$ cat config.mk
export PLATFORM = sky130hd
export DESIGN_NAME = player_input_rx_flat
export DESIGN_NICKNAME = d
export VERILOG_FILES = /design/src/rtl/player_input_rx_if.sv /design/src/rtl/player_input_rx.sv /design/src/flat_wrapper.sv
export SDC_FILE = /design/constraint.sdc
export NUM_CORES = 1
export LEC_CHECK = 0
export BUFFER_PORTS_ARGS = -buffer_cell sky130_fd_sc_hd__buf_2
export CAP_MARGIN = 0
export CELL_PAD_IN_SITES_DETAIL_PLACEMENT = 1
export CELL_PAD_IN_SITES_GLOBAL_PLACEMENT = 2
export CORE_ASPECT_RATIO = 1.2
export CORE_MARGIN = 2
export CORE_UTILIZATION = 38
export CTS_BUF_LIST = sky130_fd_sc_hd__clkbuf_16
export DETAILED_ROUTE_END_ITERATION = 7
export PLACE_DENSITY_LB_ADDON = 0.1
export SYNTH_ARGS = -nofsm -noshare
export SYNTH_HDL_FRONTEND = slang
export SYNTH_SLANG_ARGS = --single-unit
export TNS_END_PERCENT = 100
$ cat constraint.sdc
create_clock -name clk -period 3.1 [get_ports clk]
set_input_delay 0.155 -clock clk [delete_from_list [all_inputs] [get_ports clk]]
set_output_delay 0.155 -clock clk [all_outputs]
set_load 0.02 [all_outputs]
$ cat src/rtl/player_input_rx_if.sv
// Player input bundle between the capture block and its controller:
// capture controls going in, captured colour sequence and status coming out.
interface player_input_rx_if;
   logic        en;
   logic [3:0]  buttons;
   logic [3:0]  seq_len;
   logic [31:0] seq_out;
   logic        press_valid;
   logic [1:0]  press_colour;
   logic        complete;
   logic        timeout;
   logic        error;

   // Controller side: drives capture controls and raw buttons, observes results.
   modport master (
      output en, buttons, seq_len,
      input  seq_out, press_valid, press_colour, complete, timeout, error
   );

   // Capture block side.
   modport slave (
      input  en, buttons, seq_len,
      output seq_out, press_valid, press_colour, complete, timeout, error
   );
endinterface

$ cat src/rtl/player_input_rx.sv
// Simon Says player input receiver: synchronises and debounces the four
// buttons, decodes each clean one-hot press into a 2-bit colour and packs the
// accepted colours in order into a 32-bit sequence word. One colour is
// accepted per press/release cycle; a missing press raises timeout and a
// stable multi-button press raises error.
module player_input_rx #(
   parameter int DEBOUNCE_CYCLES = 20000,
   parameter int TIMEOUT_CYCLES  = 16777215
) (
   input  logic              clk,
   input  logic              rst,
   player_input_rx_if.slave  bus
);

   typedef enum logic [2:0] {
      IDLE, ARMED, WAIT_PRESS, DEB_PRESS, WAIT_REL, DONE, FAULT
   } state_t;

   // The debounce counter counts matching synchronised samples; a decision
   // is taken on the sample after DEBOUNCE_CYCLES+1 matches have been seen,
   // which lands the accept pulse DEBOUNCE_CYCLES+3 edges after the raw edge.
   localparam int            DW       = $clog2(DEBOUNCE_CYCLES + 2);
   localparam logic [DW-1:0] DEB_LAST = DW'(DEBOUNCE_CYCLES + 1);
   localparam logic [23:0]   TO_LAST  = 24'(TIMEOUT_CYCLES - 1);

   state_t        state_reg;
   logic [3:0]    sync1_reg;
   logic [3:0]    bs_reg;
   logic [3:0]    snap_reg;
   logic [DW-1:0] deb_cnt_reg;
   logic [23:0]   to_cnt_reg;
   logic [23:0]   to_cnt_next;
   logic [4:0]    count_reg;
   logic [4:0]    target_reg;
   logic [31:0]   seq_out_reg;
   logic          press_valid_reg;
   logic [1:0]    press_colour_reg;
   logic          complete_reg;
   logic          timeout_reg;
   logic          error_reg;

   function automatic logic is_one_hot(input logic [3:0] v);
      return (v != 4'd0) && ((v & (v - 4'd1)) == 4'd0);
   endfunction

   function automatic logic [1:0] encode(input logic [3:0] v);
      logic [1:0] c;
      case (v)
         4'b0010: c = 2'd1;
         4'b0100: c = 2'd2;
         4'b1000: c = 2'd3;
         default: c = 2'd0;
      endcase
      return c;
   endfunction

   // The wait timer saturates so a long debounce cannot wrap it past the limit.
   assign to_cnt_next = (to_cnt_reg == TO_LAST) ? to_cnt_reg : to_cnt_reg + 24'd1;

   // Two-flop synchroniser on the raw buttons; bs_reg is the only value used downstream.
   always_ff @(posedge clk or posedge rst) begin
      if (rst) begin
         sync1_reg <= 4'd0;
         bs_reg    <= 4'd0;
      end else begin
         sync1_reg <= bus.buttons;
         bs_reg    <= sync1_reg;
      end
   end

   // Capture FSM with all outputs registered; en low always wins over acceptance.
   always_ff @(posedge clk or posedge rst) begin
      if (rst) begin
         state_reg        <= IDLE;
         snap_reg         <= 4'd0;
         deb_cnt_reg      <= '0;
         to_cnt_reg       <= 24'd0;
         count_reg        <= 5'd0;
         target_reg       <= 5'd0;
         seq_out_reg      <= 32'd0;
         press_valid_reg  <= 1'b0;
         press_colour_reg <= 2'd0;
         complete_reg     <= 1'b0;
         timeout_reg      <= 1'b0;
         error_reg        <= 1'b0;
      end else begin
         press_valid_reg <= 1'b0;
         case (state_reg)
            IDLE: begin
               if (bus.en) begin
                  state_reg        <= ARMED;
                  seq_out_reg      <= 32'd0;
                  count_reg        <= 5'd0;
                  complete_reg     <= 1'b0;
                  timeout_reg      <= 1'b0;
                  error_reg        <= 1'b0;
                  press_colour_reg <= 2'd0;
                  target_reg       <= {1'b0, bus.seq_len} + 5'd1;
                  deb_cnt_reg      <= '0;
                  to_cnt_reg       <= 24'd0;
               end
            end

            ARMED: begin
               // A button held when capture starts must be released first.
               if (!bus.en) begin
                  state_reg <= IDLE;
               end else if (bs_reg != 4'd0) begin
                  deb_cnt_reg <= '0;
               end else if (deb_cnt_reg == DEB_LAST) begin
                  deb_cnt_reg <= '0;
                  to_cnt_reg  <= 24'd0;
                  state_reg   <= WAIT_PRESS;
               end else begin
                  deb_cnt_reg <= deb_cnt_reg + DW'(1);
               end
            end

            WAIT_PRESS: begin
               if (!bus.en) begin
                  state_reg <= IDLE;
               end else if (bs_reg != 4'd0) begin
                  snap_reg    <= bs_reg;
                  deb_cnt_reg <= DW'(1);
                  to_cnt_reg  <= to_cnt_next;
                  state_reg   <= DEB_PRESS;
               end else if (to_cnt_reg == TO_LAST) begin
                  timeout_reg <= 1'b1;
                  state_reg   <= FAULT;
               end else begin
                  to_cnt_reg <= to_cnt_next;
               end
            end

            DEB_PRESS: begin
               if (!bus.en) begin
                  state_reg <= IDLE;
               end else if (bs_reg != snap_reg) begin
                  deb_cnt_reg <= '0;
                  to_cnt_reg  <= to_cnt_next;
                  state_reg   <= WAIT_PRESS;
               end else if (deb_cnt_reg == DEB_LAST) begin
                  deb_cnt_reg <= '0;
                  if (is_one_hot(snap_reg)) begin
                     // count < target <= 16 here, so the slot index stays in 0..15.
                     seq_out_reg[{count_reg[3:0], 1'b0} +: 2] <= encode(snap_reg);
                     press_colour_reg <= encode(snap_reg);
                     press_valid_reg  <= 1'b1;
                     count_reg        <= count_reg + 5'd1;
                     to_cnt_reg       <= 24'd0;
                     state_reg        <= WAIT_REL;
                  end else begin
                     error_reg <= 1'b1;
                     state_reg <= FAULT;
                  end
               end else begin
                  deb_cnt_reg <= deb_cnt_reg + DW'(1);
                  to_cnt_reg  <= to_cnt_next;
               end
            end

            WAIT_REL: begin
               if (!bus.en) begin
                  state_reg <= IDLE;
               end else if (bs_reg != 4'd0) begin
                  deb_cnt_reg <= '0;
               end else if (deb_cnt_reg == DEB_LAST) begin
                  deb_cnt_reg <= '0;
                  if (count_reg == target_reg) begin
                     complete_reg <= 1'b1;
                     state_reg    <= DONE;
                  end else begin
                     to_cnt_reg <= 24'd0;
                     state_reg  <= WAIT_PRESS;
                  end
               end else begin
                  deb_cnt_reg <= deb_cnt_reg + DW'(1);
               end
            end

            DONE, FAULT: begin
               if (!bus.en) begin
                  state_reg <= IDLE;
               end
            end

            default: state_reg <= IDLE;
         endcase
      end
   end

   assign bus.seq_out      = seq_out_reg;
   assign bus.press_valid  = press_valid_reg;
   assign bus.press_colour = press_colour_reg;
   assign bus.complete     = complete_reg;
   assign bus.timeout      = timeout_reg;
   assign bus.error        = error_reg;

endmodule

$ cat src/flat_wrapper.sv
// flat-port wrapper written by rule: the top's interface ports become plain ports
module player_input_rx_flat 
#(
   parameter int DEBOUNCE_CYCLES = 20000,
   parameter int TIMEOUT_CYCLES  = 16777215
)
  (clk, rst, bus_en, bus_buttons, bus_seq_len, bus_seq_out, bus_press_valid, bus_press_colour, bus_complete, bus_timeout, bus_error);
  player_input_rx_if bus_i ();
  input  logic clk;
  input  logic rst;
  input wire logic [$bits(bus_i.en)-1:0] bus_en;
  input wire logic [$bits(bus_i.buttons)-1:0] bus_buttons;
  input wire logic [$bits(bus_i.seq_len)-1:0] bus_seq_len;
  output wire logic [$bits(bus_i.seq_out)-1:0] bus_seq_out;
  output wire logic [$bits(bus_i.press_valid)-1:0] bus_press_valid;
  output wire logic [$bits(bus_i.press_colour)-1:0] bus_press_colour;
  output wire logic [$bits(bus_i.complete)-1:0] bus_complete;
  output wire logic [$bits(bus_i.timeout)-1:0] bus_timeout;
  output wire logic [$bits(bus_i.error)-1:0] bus_error;
  assign bus_i.en = bus_en;
  assign bus_i.buttons = bus_buttons;
  assign bus_i.seq_len = bus_seq_len;
  assign bus_seq_out = bus_i.seq_out;
  assign bus_press_valid = bus_i.press_valid;
  assign bus_press_colour = bus_i.press_colour;
  assign bus_complete = bus_i.complete;
  assign bus_timeout = bus_i.timeout;
  assign bus_error = bus_i.error;
  player_input_rx #(.DEBOUNCE_CYCLES(DEBOUNCE_CYCLES), .TIMEOUT_CYCLES(TIMEOUT_CYCLES)) u_core (.clk(clk), .rst(rst), .bus(bus_i));
endmodule
==> metrics, run 1 <==
status=finished clean; Peak supply drop=0.367 mV; synth warn=0; dominant cell type by area after synthesis=dfrtp_1; CP Capture Type=register; depth of the CTS H-tree=3; # Post-CTS Setup Buffers=0; CP startpoint kind=register; Final ANT Viol Nets=0; Reg2Reg Capture Point=u_core.count_reg[3]; first-pass GRT wire length=between 20000 and 30000 um; Hold Path Depth=2; max_cap viols=0; routed wire length per instance=18.9 um; WL final=15700 um; GRT Resource Usage Total=21.2%; sequential cell area fraction in the yosys report=45.6%; Die ar.=approximately 16000 sq um; largest net degree at the start of global routing=65; vias=4881; Tmin final=2.74 ns; aggregate negative setup slack=0 ns; PD cells=687 nW/um^2; CTS resizes=0; initial antenna violation count=0; cell with the most instances after synthesis=dfrtp_1; aggregate global routing overflow=0; initial DRC count=193; FF-to-FF path depth=8; WP data arrival=around 3 ns; area of placed instances=6000 sq um; sw frac=37.1%; # fillers=1702; Worst Hold Class=input pin to register; ant diodes=0; Worst Skew=0.00883 ns; Yosys cell types=66; I/O pin count=49; final hold vios=0; Pre-Repair DR Iteration Count=4; Clk pin slew, worst setup/hold paths=0.07 ns; number of synthesized register bits=102; Die Y=137 um; GP Congestion=0.812; Syn Inst Count=613; Initial Util=between 30 and 40%; hold path start=bus_seq_len[0]; Switching Power=0.00164 W; sequential share of power=37.9%; FMAX=365 MHz; Worst Path Required=between 3 and 4 ns; leak pwr=a little under 3 nW; Longest Clk Path Bufs=2; Post-synth top cells=dfrtp_1, nand2_1, nor2_1; syn_area_per_cell=9.13 sq um; max reg flops=32; vias in the first global route=5030; Clk pwr share=between 30% and 40%; Final Cycle Share=88.4%; syn nets=634; unrepaired setup endpoints after global routing=no; Critical Path Start=u_core.deb_cnt_reg[1]; combinational share of power=30.0%; Site Rows=48; P&R area growth vs syn=14.8%; top cells by area, synth=dfrtp_1, nand2_1, a31oi_1; CP max FO=13; top cell type's share of synthesized area=45.6%; fin area=6420 sq um; Syn Std Cell Area=roughly 5600 sq um; DR DRC count=0; Reg2Reg Launch Point=u_core.deb_cnt_reg[1]; Num CTS Buffers=9; CTS root buf=clkbuf_16; total internal power=0.00277 W; relative slew slack=38.8%; CTS tree=built; layout cell share with drive strength beyond 1=about 16%; CP Class=register to register; clock sinks=between 100 and 150; R2R setup slack=0.36 ns; Post-synth EDFFs=0; core area=approximately 14000 sq um; DR vias/cell=5.87; Max Slew Vio Count=0; post-DP HPWL=11200 um; nets=673; endpoints failing setup=0; Least-Margin Pin Slew=0.917 ns; Die Wd=115 um; Async S/R FF share, synth=100%; Post-CTS Hold Buffers=5; top_reg_cell synth=dfrtp_1; I/O Buffers=48; hold endpoint=u_core.target_reg[0]; Skew-Pair Late Insertion Delay=0.36 ns
## worst max path at each step
stage,slack [ns],cells past startpoint,to
floorplan,0.27,1,u_core.bs_reg[0]
global placement,0.49,9,u_core.to_cnt_reg[21]
detailed placement,0.39,8,u_core.count_reg[3]
CTS,0.37,8,u_core.count_reg[3]
global route,0.16,9,u_core.bus.seq_out[6]
finish,0.36,8,u_core.count_reg[3]
## metrics by stage
stage               power (W)  hold slack (ns)  instances  setup slack, ns  utilization, %
floorplan             0.00262            0.186        613            0.270               -
global route          0.00467           0.0550        832            0.161            44.6
detailed placement    0.00301            0.265        811            0.387            41.6
finish                0.00441           0.0315        832            0.361            44.6
global placement      0.00296            0.265        811            0.493            41.6
CTS                   0.00445           0.0188        832            0.371            44.6
## worst max-delay path, stage by stage, from the launching register on
cell and delay, ns:
dfrtp_1 0.42, inv_1 0.07, ha_1 0.14, nor3b_1 0.37, and4_1 0.40, nand4_1 0.18
a211o_1 0.51, or3_1 0.42, a21oi_1 0.16
## kinds of logic after synthesis
logic type,after synthesis,share of synthesized area (%)
AND/OR/NAND/NOR,255,23.4
flip-flops,102,45.6
adder cells (fa/ha/maj),10,2.24
XOR/XNOR,14,2.19
AO/OA/AOI/OAI,173,21.2
multiplexers,9,1.63
buffers and inverters,50,3.78
## cells in the final DEF, fill, tap and decap left out, types with 8 or more instances in the layout
cell / netlist / layout
xor2_1: 10 / 10
and3_1: 18 / 18
nand3_1: 28 / 28
a21o_1: 9 / 9
inv_1: 12 / 11
buf_4: 1 / 12
a21oi_1: 24 / 24
nand2_1: 95 / 95
a31oi_1: 28 / 28
nor2_1: 29 / 29
dfrtp_1: 102 / 102
o22ai_1: 14 / 14
clkbuf_16: 0 / 9
and2_1: 9 / 9
nor3_1: 19 / 19
nand4_1: 9 / 9
or3_1: 8 / 8
or2_2: 8 / 8
mux2i_1: 8 / 8
o21ai_0: 22 / 22
ha_1: 10 / 10
a21boi_0: 9 / 9
buf_2: 10 / 48
## cell type report
type	count	area [sq um]	area share, %
multi-input cells	461	2830	44.1
flip-flops and latches	102	2550	39.7
repair buffers	66	400	6.23
clock buffers	9	225	3.51
well taps	175	219	3.41
clock inverters	7	145	2.26
inverters	12	47.5	0.740
## power groups by stage
| stage | logic (W) | registers, W | clock network, W |
|---|---|---|---|
| 6_report | 0.00132 | 0.00167 | 0.00142 |
| 5_1_grt | 0.00148 | 0.00170 | 0.00150 |
| 4_1_cts | 0.00134 | 0.00167 | 0.00145 |
| 3_5_place_dp | 0.00132 | 0.00169 | 0 |
| 3_3_place_gp | 0.00128 | 0.00168 | 0 |
| 2_1_floorplan | 0.00102 | 0.00159 | 0 |
## metal layers
layer	global-route usage, %	wire [um]	vias up
met5	0	0	-
met2	35.2	7620	65
met1	28.8	7520	2477
met4	7.16	242	0
met3	2.57	361	13
li1	-	-	2326
Note: power is estimated with default switching activity, not from simulation.
==> run 2, diff against run 1 <==
--- a/config.mk
+++ b/config.mk
@@ -9,7 +9,7 @@
 export CAP_MARGIN = 0
 export CELL_PAD_IN_SITES_DETAIL_PLACEMENT = 1
 export CELL_PAD_IN_SITES_GLOBAL_PLACEMENT = 2
-export CORE_ASPECT_RATIO = 1.2
+export CORE_ASPECT_RATIO = 1.1
 export CORE_MARGIN = 2
 export CORE_UTILIZATION = 38
 export CTS_BUF_LIST = sky130_fd_sc_hd__clkbuf_16
==> metrics, run 2 (same netlist as run 1, synthesis figures left out) <==
status=finished clean; initial antenna violation count=0; dpl cells=828; I/O Buffers=48; Worst Skew=~0.011 ns; Final ANT Viol Nets=0; vias=between 4k and 5k; DR vias/cell=5.68; final cell count without fillers=849; Peak supply drop=0.334 mV; aggregate negative setup slack=0 ns; CP bufs+invs=1; Least-Margin Pin Slew=0.924 ns; routed wire length per instance=18.1 um; core area=roughly 14000 sq um; clock sinks=approximately 100; final hold vios=0; Clk pin slew, worst setup/hold paths=0.07 ns; Crit-path slowest cell=a211o_1; fin area=6370 sq um; Multi-input gate area=2830 sq um; CTS root buf=clkbuf_16; Worst Hold Class=input pin to register; Post-CTS Hold Buffers=5; nets=673; endpoints failing setup=0; Final Cycle Share=approximately 86%; CP Capture Type=register; initial DRC count=241; layout cell share with drive strength beyond 1=roughly 15%; FF+latch area=2550 sq um; relative slew slack=37.9%; CP Class=register to register; Num CTS Buffers=9; P&R area growth vs syn=13.7%; post-DP HPWL=11100 um; vias in the first global route=4964; CTS tree=built; Die Wd=120 um; Die ar.=15700 sq um; CP max FO=13; Longest Clk Path Bufs=2; Site Rows=46; aggregate global routing overflow=0; Worst Path Required=3.38 ns; DR DRC count=0; crit-path leading delay family=simple AND/OR/NAND/NOR gates; Die Y=between 100 and 150 um; Max Slew Vio Count=0; GP Congestion=0.837; WP data arrival=2.95 ns; Crit path largest cell delay=0.52 ns; max reg flops=32; # fillers=1675; FMAX=375 MHz; Final Hold Slack=0.0286 ns; # Post-CTS Setup Buffers=0; leak pwr=2.90 nW; area of placed instances=about 6000 sq um; Initial Util=38.9%; WL final=15400 um; Pre-Repair DR Iteration Count=4; largest net degree at the start of global routing=59; I/O pin count=49; CTS resizes=0; depth of the CTS H-tree=3; PD cells=645 nW/um^2; max_cap viols=0; critical path, cell by cell=inv_1 > ha_1 > nor3b_1 > and4_1 > nand4_1 > a211o_1 > or3_1 > a21oi_1; Skew-Pair Late Insertion Delay=about 0.36 ns; Tmin final=about 2.7 ns; commonest non-fill, non-tap cell in the layout=dfrtp_1; most frequent cells in the layout=dfrtp_1, nand2_1, buf_2; Design Power=0.00411 W; ant diodes=0; GRT Resource Usage Total=20.6%; CP startpoint kind=register; first-pass GRT wire length=26200 um; unrepaired setup endpoints after global routing=no
## run 2: cell count changes in the layout (fill, tap and decap cells not counted)
cell       previous run  this run
bufinv_16             4         1
clkinv_1              0         1
inv_1                11        13
## run 2: power by group
group / internal [W] / leakage, nW / total [W] / switching [W]
Sequential: 0.00147 / 1.38 / 0.00168 / 0.000214
Clock: 0.000622 / 0.146 / 0.00114 / 0.000519
Combinational: 0.000416 / 1.37 / 0.00128 / 0.000868
## run 2: area by class of cell
class	instances	area share, %
multi-input cells	461	44.5
flip-flops and latches	102	40.1
repair buffers	66	6.29
well taps	192	3.77
clock buffers	9	3.54
clock inverters	7	1.04
inverters	12	0.747
## run 2: per-layer routing
layer  GRT usage [%]  routed length (um)  share of wire [%]
met1            29.8                7750                 50
met2            31.9                7040                 46
met3            2.99                 395                2.6
met4            5.95                 190                1.2
met5               0                   0                  0
## run 2: worst paths after layout
path                                        from                     end  slack, ns  cells after the start
min in group asynchronous                    rst  u_core.bus.seq_out[18]       0.43                      3
max in group asynchronous                    rst    u_core.to_cnt_reg[0]       1.92                      4
min reg2reg                  u_core.sync1_reg[0]        u_core.bs_reg[0]       0.35                      0
min                               bus_seq_len[0]    u_core.target_reg[0]       0.03                      2
max                        u_core.deb_cnt_reg[1]     u_core.count_reg[3]       0.44                      8
max reg2reg                u_core.deb_cnt_reg[1]     u_core.count_reg[3]       0.44                      8
## run 2: per-stage QoR
step | setup slack, ns | utilization (%)
after floorplan | 0.270 | -
after global placement | 0.551 | 41.9
after detailed placement | 0.462 | 41.9
after CTS | 0.467 | 44.2
after global routing | 0.253 | 44.2
final | 0.436 | 44.2
==> run 3, diff against run 2 <==
--- a/config.mk
+++ b/config.mk
@@ -5,15 +5,15 @@
 export SDC_FILE = /design/constraint.sdc
 export NUM_CORES = 1
 export LEC_CHECK = 0
-export BUFFER_PORTS_ARGS = -buffer_cell sky130_fd_sc_hd__buf_2
 export CAP_MARGIN = 0
 export CELL_PAD_IN_SITES_DETAIL_PLACEMENT = 1
 export CELL_PAD_IN_SITES_GLOBAL_PLACEMENT = 2
 export CORE_ASPECT_RATIO = 1.1
 export CORE_MARGIN = 2
-export CORE_UTILIZATION = 38
+export CORE_UTILIZATION = 40
 export CTS_BUF_LIST = sky130_fd_sc_hd__clkbuf_16
 export DETAILED_ROUTE_END_ITERATION = 7
+export DONT_BUFFER_PORTS = 1
 export PLACE_DENSITY_LB_ADDON = 0.1
 export SYNTH_ARGS = -nofsm -noshare
 export SYNTH_HDL_FRONTEND = slang
==> metrics, run 3 (same netlist as run 1, synthesis figures left out) <==
status=finished clean; Final Cycle Share=85.8%; critical path, cell by cell=inv_1 > ha_1 > nor3b_1 > and4_1 > nand4_1 > a211o_1 > or3_1 > a21oi_1; Worst Path Required=approximately 3.4 ns; vias in the first global route=4790; GRT Resource Usage Total=21.5%; post-DP HPWL=10700 um; Tmin final=2.66 ns; CTS tree=built; Reg2Reg Capture Point=u_core.count_reg[4]; I/O pin count=around 50; FF-to-FF path depth=8; FMAX=376 MHz; aggregate global routing overflow=0; unrepaired setup endpoints after global routing=no; depth of the CTS H-tree=3; relative slew slack=43.1%; # Post-CTS Setup Buffers=0; DR DRC count=0; DR vias/cell=5.87; leak pwr=2.65 nW; Initial Util=40.7%; Die ar.=approximately 15000 sq um; Peak supply drop=roughly 0.44 mV; first-pass GRT wire length=25400 um; max_cap viols=0; WL final=15100 um; Final ANT Viol Nets=0; max reg flops=32; routed wire length per instance=18.8 um; R2R setup slack=~0.44 ns; fin area=6180 sq um; P&R area growth vs syn=10.5%; WP data arrival=slightly below 3 ns; area of placed instances=5770 sq um; clock sinks=102; final core area utilization=45.0%; Max Slew Vio Count=0; CP startpoint kind=register; Die Wd=117 um; Crit-path slowest cell=a211o_1; Num CTS Buffers=9; crit path to=u_core.count_reg[4]; Least-Margin Pin Slew=0.853 ns; I/O Buffers=0; Longest Clk Path Bufs=2; CTS root buf=clkbuf_16; largest net degree at the start of global routing=60; Worst Skew=0.0114 ns; GP Congestion=0.809; aggregate negative setup slack=0 ns; nets=628; Critical Path Start=u_core.deb_cnt_reg[1]; Pre-Repair DR Iteration Count=4; PD cells=681 nW/um^2; core area=13700 sq um; ant diodes=0; Die Y=~130 um; Site Rows=45; Clk pin slew, worst setup/hold paths=0.07 ns; most frequent cells in the layout=dfrtp_1, nand2_1, nor2_1; final hold vios=0; Crit path largest cell delay=0.52 ns; CP Class=register to register; CP max FO=13; vias=4696; Worst Hold Class=input pin to register; Post-CTS Hold Buffers=9; layout cell share with drive strength beyond 1=between 8 and 9%; initial antenna violation count=0; CP Capture Type=register; Reg2Reg Launch Point=u_core.deb_cnt_reg[1]; commonest non-fill, non-tap cell in the layout=dfrtp_1; Skew-Pair Late Insertion Delay=0.36 ns; initial DRC count=205; CTS resizes=0; endpoints failing setup=0
run 3: changes by cell type in the layout (fill, tap and decap cells not counted), sizes merged:
cell         previous run  this run
buf                    61        12
dlygate4sd3             5         9
clkinvlp                1         3
inv                    15        13
bufinv                  1         2
clkinv                  2         1
run 3: where the power goes:
| group | leakage [nW] | total (W) | switching (W) | internal [W] |
|---|---|---|---|---|
| registers | 1.38 | 0.00172 | 0.000251 | 0.00146 |
| logic | 1.12 | 0.00125 | 0.000848 | 0.000403 |
| clock network | 0.147 | 0.00124 | 0.000533 | 0.000711 |
run 3: worst max-delay path: cells and delay by family (launching register included):
kind	cells	cell delay [ns]
AOI/OAI and AO/OA	2	0.67
adders and majority gates	1	0.13
buffers and inverters	1	0.07
and+or+nand+nor	4	1.31
DFF	1	0.41
run 3: cell type report:
class	instances	area (sq um)
Fill cell	1588	7550
Multi-Input combinational cell	461	2830
Sequential cell	102	2550
Tap cell	188	235
Clock buffer	9	225
Timing Repair Buffer	21	193
Clock inverter	7	97.6
Inverter	12	47.5
run 3: stage by stage:
stage	power, W	worst slack (ns)	hold slack (ns)	std cells
finish	0.00421	0.441	0.0121	800
global route	0.00451	0.198	0.0157	800
global placement	0.00294	0.600	0.123	775
floorplan	0.00262	0.270	0.186	613
detailed placement	0.00299	0.453	0.137	775
CTS	0.00425	0.434	0.00465	800
run 3: worst min path at each step:
stage / startpoint / endpoint / slack (ns) / cells after the start
floorplan: bus_buttons[0] / u_core.sync1_reg[0] / 0.19 / 0
detailed placement: rst / u_core.bus.seq_out[4] / 0.14 / 1
finish: bus_seq_len[3] / u_core.target_reg[3] / 0.01 / 2
CTS: bus_seq_len[3] / u_core.target_reg[3] / 0.005 / 2
global route: bus_seq_len[3] / u_core.target_reg[3] / 0.02 / 2
global placement: rst / u_core.bus.seq_out[18] / 0.12 / 1
run 3: routing by layer:
metal  vias up  GRT usage (%)  wire length [um]
li1       2239              -                 -
met1      2379           30.9              7310
met2        67           33.3              6960
met3        11           4.30               616
met4         0           5.67               170
met5         -              0                 0
